$ cat src/rtl/clock_pkg.sv
// -----------------------------------------------------------------------------
// clock_pkg
// Shared types and constants for the clock and alarm datapath.
//   bcd_digit_t  : one BCD digit (4 bits)
//   *_MAX/*_MIN  : count limits of the standard time fields
//   bcd_to_dec() : converts a tens/ones digit pair to its binary value
// No ports (package).
// -----------------------------------------------------------------------------
package clock_pkg;

    localparam int BCD_MAX_DIGIT = 9;

    typedef logic [3:0] bcd_digit_t;

    localparam int SEC_MAX  = 59;
    localparam int MIN_MAX  = 59;
    localparam int HR24_MAX = 23;
    localparam int HR12_MIN = 1;
    localparam int HR12_MAX = 12;

    // Result is 8 bits so that out-of-range digits (up to 15/15) still
    // convert without wrapping; this lets load validation reject them.
    function automatic logic [7:0] bcd_to_dec(input bcd_digit_t tens,
                                              input bcd_digit_t ones);
        return ({4'd0, tens} * 8'd10) + {4'd0, ones};
    endfunction

endpackage

$ cat src/rtl/bcd_mod_counter_if.sv
// -----------------------------------------------------------------------------
// bcd_mod_counter_if
// Control and data bundle of one BCD modulo counter.
//   en, up, load          : count enable, direction, preset strobe
//   load_ones, load_tens  : preset digits
//   ones, tens            : registered count digits
//   loop, load_err        : one-cycle wrap / rejected-load pulses
//   at_max, at_min        : decodes of the registered count
// master drives the controls, slave is the counter.
// -----------------------------------------------------------------------------
interface bcd_mod_counter_if #(
    parameter int TENS_W = 3
);
    import clock_pkg::*;

    logic              en;
    logic              up;
    logic              load;
    bcd_digit_t        load_ones;
    logic [TENS_W-1:0] load_tens;
    bcd_digit_t        ones;
    logic [TENS_W-1:0] tens;
    logic              loop;
    logic              load_err;
    logic              at_max;
    logic              at_min;

    modport master (
        output en, up, load, load_ones, load_tens,
        input  ones, tens, loop, load_err, at_max, at_min
    );

    modport slave (
        input  en, up, load, load_ones, load_tens,
        output ones, tens, loop, load_err, at_max, at_min
    );

endinterface

$ cat src/rtl/bcd_step.sv
// -----------------------------------------------------------------------------
// bcd_step
// Combinational next-value unit of the BCD modulo counter: given the current
// digit pair and a direction it produces the neighbouring value inside
// [MIN_VAL, MAX_VAL], wrapping at either end.
//   ones_i, tens_i : current value (assumed a legal in-range BCD pair)
//   up_i           : 1 = increment, 0 = decrement
//   ones_o, tens_o : next value
//   wrap_o         : the step crossed MAX_VAL->MIN_VAL or MIN_VAL->MAX_VAL
//   is_max_o       : current value equals MAX_VAL
//   is_min_o       : current value equals MIN_VAL
// -----------------------------------------------------------------------------
module bcd_step
    import clock_pkg::*;
#(
    parameter int unsigned MIN_VAL = 0,
    parameter int unsigned MAX_VAL = 59,
    parameter int unsigned TENS_W  = 3
) (
    input  bcd_digit_t        ones_i,
    input  logic [TENS_W-1:0] tens_i,
    input  logic              up_i,
    output bcd_digit_t        ones_o,
    output logic [TENS_W-1:0] tens_o,
    output logic              wrap_o,
    output logic              is_max_o,
    output logic              is_min_o
);

    localparam bcd_digit_t        MIN_ONES = bcd_digit_t'(MIN_VAL % 10);
    localparam logic [TENS_W-1:0] MIN_TENS = TENS_W'(MIN_VAL / 10);
    localparam bcd_digit_t        MAX_ONES = bcd_digit_t'(MAX_VAL % 10);
    localparam logic [TENS_W-1:0] MAX_TENS = TENS_W'(MAX_VAL / 10);
    localparam bcd_digit_t        TOP_DIG  = bcd_digit_t'(BCD_MAX_DIGIT);
    localparam logic [TENS_W-1:0] TENS_ONE = TENS_W'(1);

    assign is_max_o = (ones_i == MAX_ONES) && (tens_i == MAX_TENS);
    assign is_min_o = (ones_i == MIN_ONES) && (tens_i == MIN_TENS);

    // The range-end test comes first so a limit such as 12 or 23 wraps
    // before the plain digit carry/borrow is considered.
    always_comb begin
        ones_o = ones_i;
        tens_o = tens_i;
        wrap_o = 1'b0;
        if (up_i) begin
            if (is_max_o) begin
                ones_o = MIN_ONES;
                tens_o = MIN_TENS;
                wrap_o = 1'b1;
            end else if (ones_i == TOP_DIG) begin
                ones_o = 4'd0;
                tens_o = tens_i + TENS_ONE;
            end else begin
                ones_o = ones_i + 4'd1;
            end
        end else begin
            if (is_min_o) begin
                ones_o = MAX_ONES;
                tens_o = MAX_TENS;
                wrap_o = 1'b1;
            end else if (ones_i == 4'd0) begin
                ones_o = TOP_DIG;
                tens_o = tens_i - TENS_ONE;
            end else begin
                ones_o = ones_i - 4'd1;
            end
        end
    end

endmodule

$ cat src/rtl/bcd_mod_counter.sv
// -----------------------------------------------------------------------------
// bcd_mod_counter
// Two-digit BCD modulo counter over [MIN_VAL, MAX_VAL] with up/down count,
// validated synchronous preset and one-cycle wrap / load-error pulses.
//   signal : clock, rising edge
//   reset  : asynchronous active-high reset, value returns to MIN_VAL
//   bus    : bcd_mod_counter_if.slave (controls in, digits and flags out)
// Priority at each edge: reset > load > en > hold.
// -----------------------------------------------------------------------------
module bcd_mod_counter
    import clock_pkg::*;
#(
    parameter int unsigned MIN_VAL = 0,
    parameter int unsigned MAX_VAL = 59,
    parameter int unsigned TENS_W  = 3
) (
    input  logic                  signal,
    input  logic                  reset,
    bcd_mod_counter_if.slave      bus
);

    localparam bcd_digit_t        RST_ONES = bcd_digit_t'(MIN_VAL % 10);
    localparam logic [TENS_W-1:0] RST_TENS = TENS_W'(MIN_VAL / 10);
    localparam bcd_digit_t        TOP_DIG  = bcd_digit_t'(BCD_MAX_DIGIT);
    localparam logic [7:0]        MIN_DEC  = 8'(MIN_VAL);
    localparam logic [7:0]        MAX_DEC  = 8'(MAX_VAL);

    bcd_digit_t        ones_q, ones_d;
    logic [TENS_W-1:0] tens_q, tens_d;
    logic              loop_q, loop_d;
    logic              load_err_q, load_err_d;

    bcd_digit_t        step_ones;
    logic [TENS_W-1:0] step_tens;
    logic              step_wrap;
    logic              is_max;
    logic              is_min;

    bcd_step #(
        .MIN_VAL (MIN_VAL),
        .MAX_VAL (MAX_VAL),
        .TENS_W  (TENS_W)
    ) u_step (
        .ones_i   (ones_q),
        .tens_i   (tens_q),
        .up_i     (bus.up),
        .ones_o   (step_ones),
        .tens_o   (step_tens),
        .wrap_o   (step_wrap),
        .is_max_o (is_max),
        .is_min_o (is_min)
    );

    // Load validation: both digits must be decimal and the pair in range.
    bcd_digit_t load_tens4;
    logic [7:0] load_dec;
    logic       digits_ok;
    logic       lo_ok;
    logic       hi_ok;
    logic       load_ok;

    assign load_tens4 = bcd_digit_t'(bus.load_tens);
    assign load_dec   = bcd_to_dec(load_tens4, bus.load_ones);
    assign digits_ok  = (bus.load_ones <= TOP_DIG) && (load_tens4 <= TOP_DIG);
    assign hi_ok      = (load_dec <= MAX_DEC);

    // With MIN_VAL = 0 the lower bound always holds; a literal comparison
    // against zero would be a constant expression.
    if (MIN_VAL == 0) begin : g_lo_zero
        assign lo_ok = 1'b1;
    end else begin : g_lo_cmp
        assign lo_ok = (load_dec >= MIN_DEC);
    end

    assign load_ok = digits_ok && lo_ok && hi_ok;

    // Pulses default low so each is high for one cycle per triggering edge.
    always_comb begin
        ones_d     = ones_q;
        tens_d     = tens_q;
        loop_d     = 1'b0;
        load_err_d = 1'b0;
        if (bus.load) begin
            if (load_ok) begin
                ones_d = bus.load_ones;
                tens_d = bus.load_tens;
            end else begin
                load_err_d = 1'b1;
            end
        end else if (bus.en) begin
            ones_d = step_ones;
            tens_d = step_tens;
            loop_d = step_wrap;
        end
    end

    always_ff @(posedge signal or posedge reset) begin
        if (reset) begin
            ones_q     <= RST_ONES;
            tens_q     <= RST_TENS;
            loop_q     <= 1'b0;
            load_err_q <= 1'b0;
        end else begin
            ones_q     <= ones_d;
            tens_q     <= tens_d;
            loop_q     <= loop_d;
            load_err_q <= load_err_d;
        end
    end

    assign bus.ones     = ones_q;
    assign bus.tens     = tens_q;
    assign bus.loop     = loop_q;
    assign bus.load_err = load_err_q;
    assign bus.at_max   = is_max;
    assign bus.at_min   = is_min;

endmodule
$ cat src/flat_wrapper.sv
// flat-port wrapper written by rule: the top's interface ports become plain ports
module bcd_mod_counter_flat import clock_pkg::*;
#(
    parameter int unsigned MIN_VAL = 0,
    parameter int unsigned MAX_VAL = 59,
    parameter int unsigned TENS_W  = 3
)
  (signal, reset, bus_en, bus_up, bus_load, bus_load_ones, bus_load_tens, bus_ones, bus_tens, bus_loop, bus_load_err, bus_at_max, bus_at_min);
  bcd_mod_counter_if #(.TENS_W(TENS_W)) bus_i ();
  input  logic signal;
  input  logic reset;
  input wire logic [$bits(bus_i.en)-1:0] bus_en;
  input wire logic [$bits(bus_i.up)-1:0] bus_up;
  input wire logic [$bits(bus_i.load)-1:0] bus_load;
  input wire logic [$bits(bus_i.load_ones)-1:0] bus_load_ones;
  input wire logic [$bits(bus_i.load_tens)-1:0] bus_load_tens;
  output wire logic [$bits(bus_i.ones)-1:0] bus_ones;
  output wire logic [$bits(bus_i.tens)-1:0] bus_tens;
  output wire logic [$bits(bus_i.loop)-1:0] bus_loop;
  output wire logic [$bits(bus_i.load_err)-1:0] bus_load_err;
  output wire logic [$bits(bus_i.at_max)-1:0] bus_at_max;
  output wire logic [$bits(bus_i.at_min)-1:0] bus_at_min;
  assign bus_i.en = bus_en;
  assign bus_i.up = bus_up;
  assign bus_i.load = bus_load;
  assign bus_i.load_ones = bus_load_ones;
  assign bus_i.load_tens = bus_load_tens;
  assign bus_ones = bus_i.ones;
  assign bus_tens = bus_i.tens;
  assign bus_loop = bus_i.loop;
  assign bus_load_err = bus_i.load_err;
  assign bus_at_max = bus_i.at_max;
  assign bus_at_min = bus_i.at_min;
  bcd_mod_counter #(.MIN_VAL(MIN_VAL), .MAX_VAL(MAX_VAL), .TENS_W(TENS_W)) u_core (.signal(signal), .reset(reset), .bus(bus_i));
endmodule
$ cat config.mk
export PLATFORM = sky130hd
export DESIGN_NAME = bcd_mod_counter_flat
export DESIGN_NICKNAME = d
export VERILOG_FILES = /design/src/rtl/clock_pkg.sv /design/src/rtl/bcd_mod_counter_if.sv /design/src/rtl/bcd_step.sv /design/src/rtl/bcd_mod_counter.sv /design/src/flat_wrapper.sv
export SDC_FILE = /design/constraint.sdc
export NUM_CORES = 1
export LEC_CHECK = 0
export CAP_MARGIN = 20
export CORE_ASPECT_RATIO = 0.5
export CORE_MARGIN = 8
export CORE_UTILIZATION = 25
export DETAILED_ROUTE_END_ITERATION = 8
export PLACE_DENSITY = 0.56
export RECOVER_POWER = 50
export SLEW_MARGIN = 20
export SYNTH_ARGS = -nofsm -noshare
export SYNTH_HDL_FRONTEND = slang
export SYNTH_HIERARCHICAL = 1
export SYNTH_SLANG_ARGS = --single-unit
$ cat constraint.sdc
create_clock -name signal -period 2 [get_ports signal]
set_clock_uncertainty 0.1 [all_clocks]
set_input_delay 0.4 -clock signal [delete_from_list [all_inputs] [get_ports signal]]
set_output_delay 0.4 -clock signal [all_outputs]
set_load 0.02 [all_outputs]
# Word level (Yosys, flattened, before mapping)
# Index checks and enable logic that the tools add are counted.
totals:
  regBits: 9
  in_bits: 12
  output_inout_bits: 11
  elab_cells: 50
op_classes:
  addsub: 5
  n_mul: 1
  order_cmp: 3
  eq_ne: 4
  muxes: 23
  reduce_logical: 10
op_table:
  columns: ["operator", "count"]
  rows:
  - ["$mux W4", 8]
  - ["$mux W3", 8]
  - ["$add A8 B4 Y8", 1]
  - ["$le A8 B6 Y1 const B", 1]
  - ["$mux W1", 7]
  - ["$mul A3 B3 Y6 const B", 1]
  - ["$add A4 B1 Y4 const B", 1]
  - ["$eq A4 B4 Y1 const B", 1]
  - ["$le A3 B4 Y1 const B", 1]
  - ["$le A4 B4 Y1 const B", 1]
  - ["$logic_and A1 B1 Y1", 4]
  - ["$logic_not A4 Y1", 1]
  - ["$ne A4 B1 Y1 const B", 1]
  - ["$reduce_and A4 Y1", 1]
  - ["$reduce_bool A4 Y1", 1]
  - ["$sub A4 B1 Y4 const B", 1]
  - ["$add A3 B1 Y3 const B", 1]
  - ["$eq A3 B3 Y1 const B", 1]
  - ["$logic_not A3 Y1", 1]
  - ["$sub A3 B1 Y3 const B", 1]
  - ["$ne A2 B1 Y1 const B", 1]
  - ["$reduce_and A2 Y1", 1]
  - ["$reduce_bool A2 Y1", 1]

# Logic depth before layout (Yosys ltp)
depth:
  depth_word: 6
  ltp_mapped: 8

# By module
# The synthesis kept the hierarchy.
by_module_without_submodules:
  columns: ["module", "instances", "cells_each", "area_per_inst_um2", "seq_area_each_um2"]
  rows:
  - ["bcd_mod_counter", 1, 48, 620.6, 225.2]
  - ["bcd_step", 1, 49, 397.9, 0.0]

# Worst setup path before layout
# No wires, ideal clock.
synth_timing:
  kind: "in2reg"
  startpoint: "input bus_load_tens[0]"
  endpoint: "register u_core.ones_q[0], in the netlist u_core/bus.ones[0]"
  setup_ps: 125
  t_arrival_ps: 2099
  slack_ps: -324
  stages: 8
  n_path_buf: 0
  cell_sequence: "ha_1 ha_1 ha_1 and2_1 a41o_2 o2111ai_2 mux2i_4 mux2_2"
synth_between:
  elab_chain_len: 6
  word_cells_on_any_way: 8
  cone_classes: "1 x add/sub; 1 x mul; 2 x order compare; 1 x eq/ne; 3 x reduce/logical"
synth_lines:
  columns: ["element", "line", "rtl"]
  rows:
  - ["start: declaration", "flat_wrapper.sv:16", "input wire logic [$bits(bus_i.load_tens)-1:0] bus_load_tens;"]
  - ["$mul A3 B3 Y6", "clock_pkg.sv:25", "return ({4'd0, tens} * 8'd10) + {4'd0, ones};"]
  - ["$add A8 B4 Y8", "clock_pkg.sv:25", null]
  - ["$le A8 B6 Y1", "bcd_mod_counter.sv:65", "assign hi_ok = (load_dec <= MAX_DEC);"]
  - ["$logic_and A1 B1 Y1 (*)", "bcd_mod_counter.sv:75", "assign load_ok = digits_ok && lo_ok && hi_ok;"]
  - ["$ne A2 B1 Y1 (no line) (*)", null, null]
  - ["$reduce_and A2 Y1 (no line) (*)", null, null]
  - ["end signal: assignment", "bcd_mod_counter.sv:104", "ones_q <= ones_d;"]
  - ["end: declaration", "bcd_mod_counter.sv:28", "bcd_digit_t ones_q, ones_d;"]
# Mark *: on every way between the ends. The rest lies on a longest branch, timed or not.
# A chain may end at the register's enable or synchronous reset.

# Final worst setup path
layout_timing:
  startpoint: "input bus_load_tens[2]"
  endpoint: "register u_core.ones_q[1], in the netlist u_core/bus.ones[1]"
# The elaborated chain is that of the path after synthesis.

==> results by group <==
Outcome
  • Status: finished, violations left
  • Failing checks: setup timing

Synthesis
  • Compound-gate portion of the synthesized area: 15.2%
  • Xor and xnor area share after synthesis: 3.44%
  • Yosys top cell by area: dfrtp_1
  • Top-count cell post-synth: mux2_2
  • Synth top area share: 22.1%
  • Mapped Nets: 120
  • Main synth FF type: dfrtp_1
  • Register area share after synthesis: 22.1%
  • Post-Synth Adder-Cell Area: 14.3%
  • Synth area leaders: dfrtp_1 (22%), mux2_2 (18%), ha_1 (12%)
  • Syn_area_per_cell: 10.5 µm²
  • Post-synthesis simple-gate area fraction: 12.8%
  • Netlist cell types: 39
  • Mux cell area share after synthesis: 25.1%
  • Syn Std Cell Area: 0.00102 mm²
  • Syn. warnings: 6
  • Post-synth EDFFs: 0
  • Asr flop ratio synth: 100%
  • Commonest cells in the synthesized netlist: mux2_2 (16), ha_1 (10), dfrtp_1 (9), inv_1 (9), o21ai_0 (6)
  • Synth Register Bits: 9
  • Syn Inst Count: 97
  • Largest family of logic cells by synthesized area: multiplexers

Worst hold path
  • Hold Path Class: in2reg

Floorplanning
  • Core area: 0.00390 mm²
  • Die width: 106 µm
  • Die ar.: 0.00650 mm²
  • Die Span Y: 61.1 µm
  • Io pins: 23
  • FP Rows: 16
  • Initial Util: 26.1%

Power and ir drop
  • Peak VDD IR: 0.301 mV
  • Leak: 0.000727 µW
  • Pwr Density: 1060 mW/mm²
  • Pwr Total: 1730 µW

Clocking
  • CTS clk-pin slew, worst paths: 0.05 ns
  • H-Tree Depth: 1
  • Clk_lat worst skew: 0.23 ns
  • CTS Sinks: 9
  • Root buf cell: clkbuf_8
  • Total CTS buffers: 3
  • TritonCTS clock tree: yes
  • CTS max path bufs: 2

Place
  • Hpwl dp: 2260 µm
  • Placer Congestion: 0.793
  • Dpl ws: -0.929 ns
  • Port bufs: 22

Global route
  • First-pass GRT wire length: 4620 µm
  • Tot GR Track Use: 8.90%
  • Initial antenna violation count: 0
  • Largest net degree at the start of global routing: 11
  • Global route total overflow: 0
  • Number of global-route vias before repair: 924

Setup path
  • CP Launch Type: input pin
  • CP Capture Type: register
  • Crit-path slowest cell: mux2_4
  • Worst Path Class, Setup: in2reg
  • Slowest stage delay, CP: 0.30 ns
  • Max FO, Critical Path: 7
  • Crit-path cells: buf_2, ha_4, ha_4, ha_4, and2_4, a41o_4, o2111ai_4, mux2i_4, buf_12, mux2_4
  • Crit path arrival time: 2.22 ns
  • Most common cell on crit path: ha_4
  • CP required: 2.02 ns

Cells and area
  • Inserted Diodes: 0
  • Nets@finish: 165
  • Area added between synthesis and finish: 59.8%
  • Share of cells above drive strength 1: 48.9%
  • Utilization after layout: 41.7%
  • Layout fillers: 394

Detailed routing
  • Routed WL: 2790 µm
  • Vias: 893
  • Residual DRC: 0
  • DR iter-0 viols: 21
  • Routed Antenna Nets: 0
  • Routed wire per std cell: 14.3 µm
  • DRT Pass-1 Iters: 4
  • Vias per inst: 4.58

STA
  • Setup TNS: -1.38 ns
  • Setup WS post-layout: -0.200 ns
  • Crit share post-route: 110%
  • Peak Freq: 455 MHz
  • Period minus WS final: 2.20 ns
  • Relative slew slack: 77.5%
  • Hold Vio Cnt, Final: 0
  • Final Max Tran Viols: 0
  • # setup viols final: 8
  • RSZ-0062 raised after global routing: true
  • Measured slew at the worst slew-check pin: 0.333 ns

Run
  • Total of max-cap violations: 0
[layer usage]
layer | global-route usage [%] | vias to the layer above | part of all wire (%)
li1 | - | 442 | -
met1 | 11.1 | 445 | 49
met2 | 15.7 | 4 | 49
met3 | 0.939 | 2 | 0.68
met4 | 3.56 | 0 | 0.79
met5 | 0 | - | 0
[stage by stage]
step | instances | instance area (µm²) | hold WS (ns)
3_3_place_gp | 190 | 1560 | 0.528
5_1_grt | 195 | 1630 | 0.462
4_1_cts | 195 | 1630 | 0.342
6_report | 195 | 1630 | 0.464
3_5_place_dp | 190 | 1560 | 0.506
2_1_floorplan | 97 | 1130 | 0.128
[sequential cells by signal, summed over array words and instances, names as in the netlist]
name                 flops
u_core/bus.loop          1
u_core/bus.ones          4
u_core/bus.tens          3
u_core/bus.load_err      1
[where the power goes]
group          total [µW]  internal (µW)  switching, µW
clock network         213            139           73.8
logic                1180            656            521
registers             342            250           92.6
[timing repair]
item	4_1_cts	5_1_grt
pin swaps	10	6
hold buffers	0	0
setup endpoints to repair	10	11
gates resized for setup	34	6
buffers inserted	1	0
[final timing paths]
check / from / to / slack, ns / depth (start not counted)
setup / recovery: bus_load_tens[2] / u_core/bus.ones[1] / -0.20 / 10
hold / removal: bus_load_tens[0] / u_core/bus.tens[0] / 0.46 / 3
setup reg to reg: u_core/bus.ones[1] / u_core/bus.tens[2] / -0.12 / 5
hold reg to reg: u_core/bus.tens[2] / u_core/bus.tens[2] / 0.53 / 1
max in group asynchronous: reset / u_core/bus.tens[0] / 1.08 / 2
min in group asynchronous: reset / u_core/bus.load_err / 0.47 / 2
[final cells by class]
class	count	area, µm²	area share (%)
inverters	9	33.8	2.08
multi-input cells	74	857	52.7
well taps	54	67.6	4.15
repair buffers	45	399	24.5
flip-flops and latches	9	225	13.8
clock buffers	4	45.0	2.77
[layout by cell type, fill, tap and decap left out, drive strengths merged, types with 2 or more instances in the layout]
cell type / netlist / routed
nand2: 3 / 3
and3: 3 / 3
a21oi: 2 / 2
a22o: 2 / 2
and2: 4 / 4
mux2: 16 / 16
dfrtp: 9 / 9
xnor2: 2 / 2
clkbuf: 1 / 4
clkdlybuf4s50: 0 / 10
a31oi: 2 / 2
ha: 10 / 10
dlymetal6s2s: 0 / 3
inv: 9 / 9
o21a: 2 / 2
buf: 4 / 29
o21ai: 6 / 6
mux2i: 4 / 4
xor2: 2 / 2
[critical path: cells and delay by family]
kind	cells	cell delay, ns
fa+ha+maj	3	0.57
buf+inv	2	0.27
mux	2	0.50
simple gates	1	0.14
compound gates	2	0.34
[logic make-up after synthesis]
kind of cell,Yosys count
AO/OA/AOI/OAI,21
multiplexers,21
AND/OR/NAND/NOR,17
buffers and inverters,14
adder cells (fa/ha/maj),11
flip-flops,9
XOR/XNOR,4
Power figures use the tool's default switching activity.
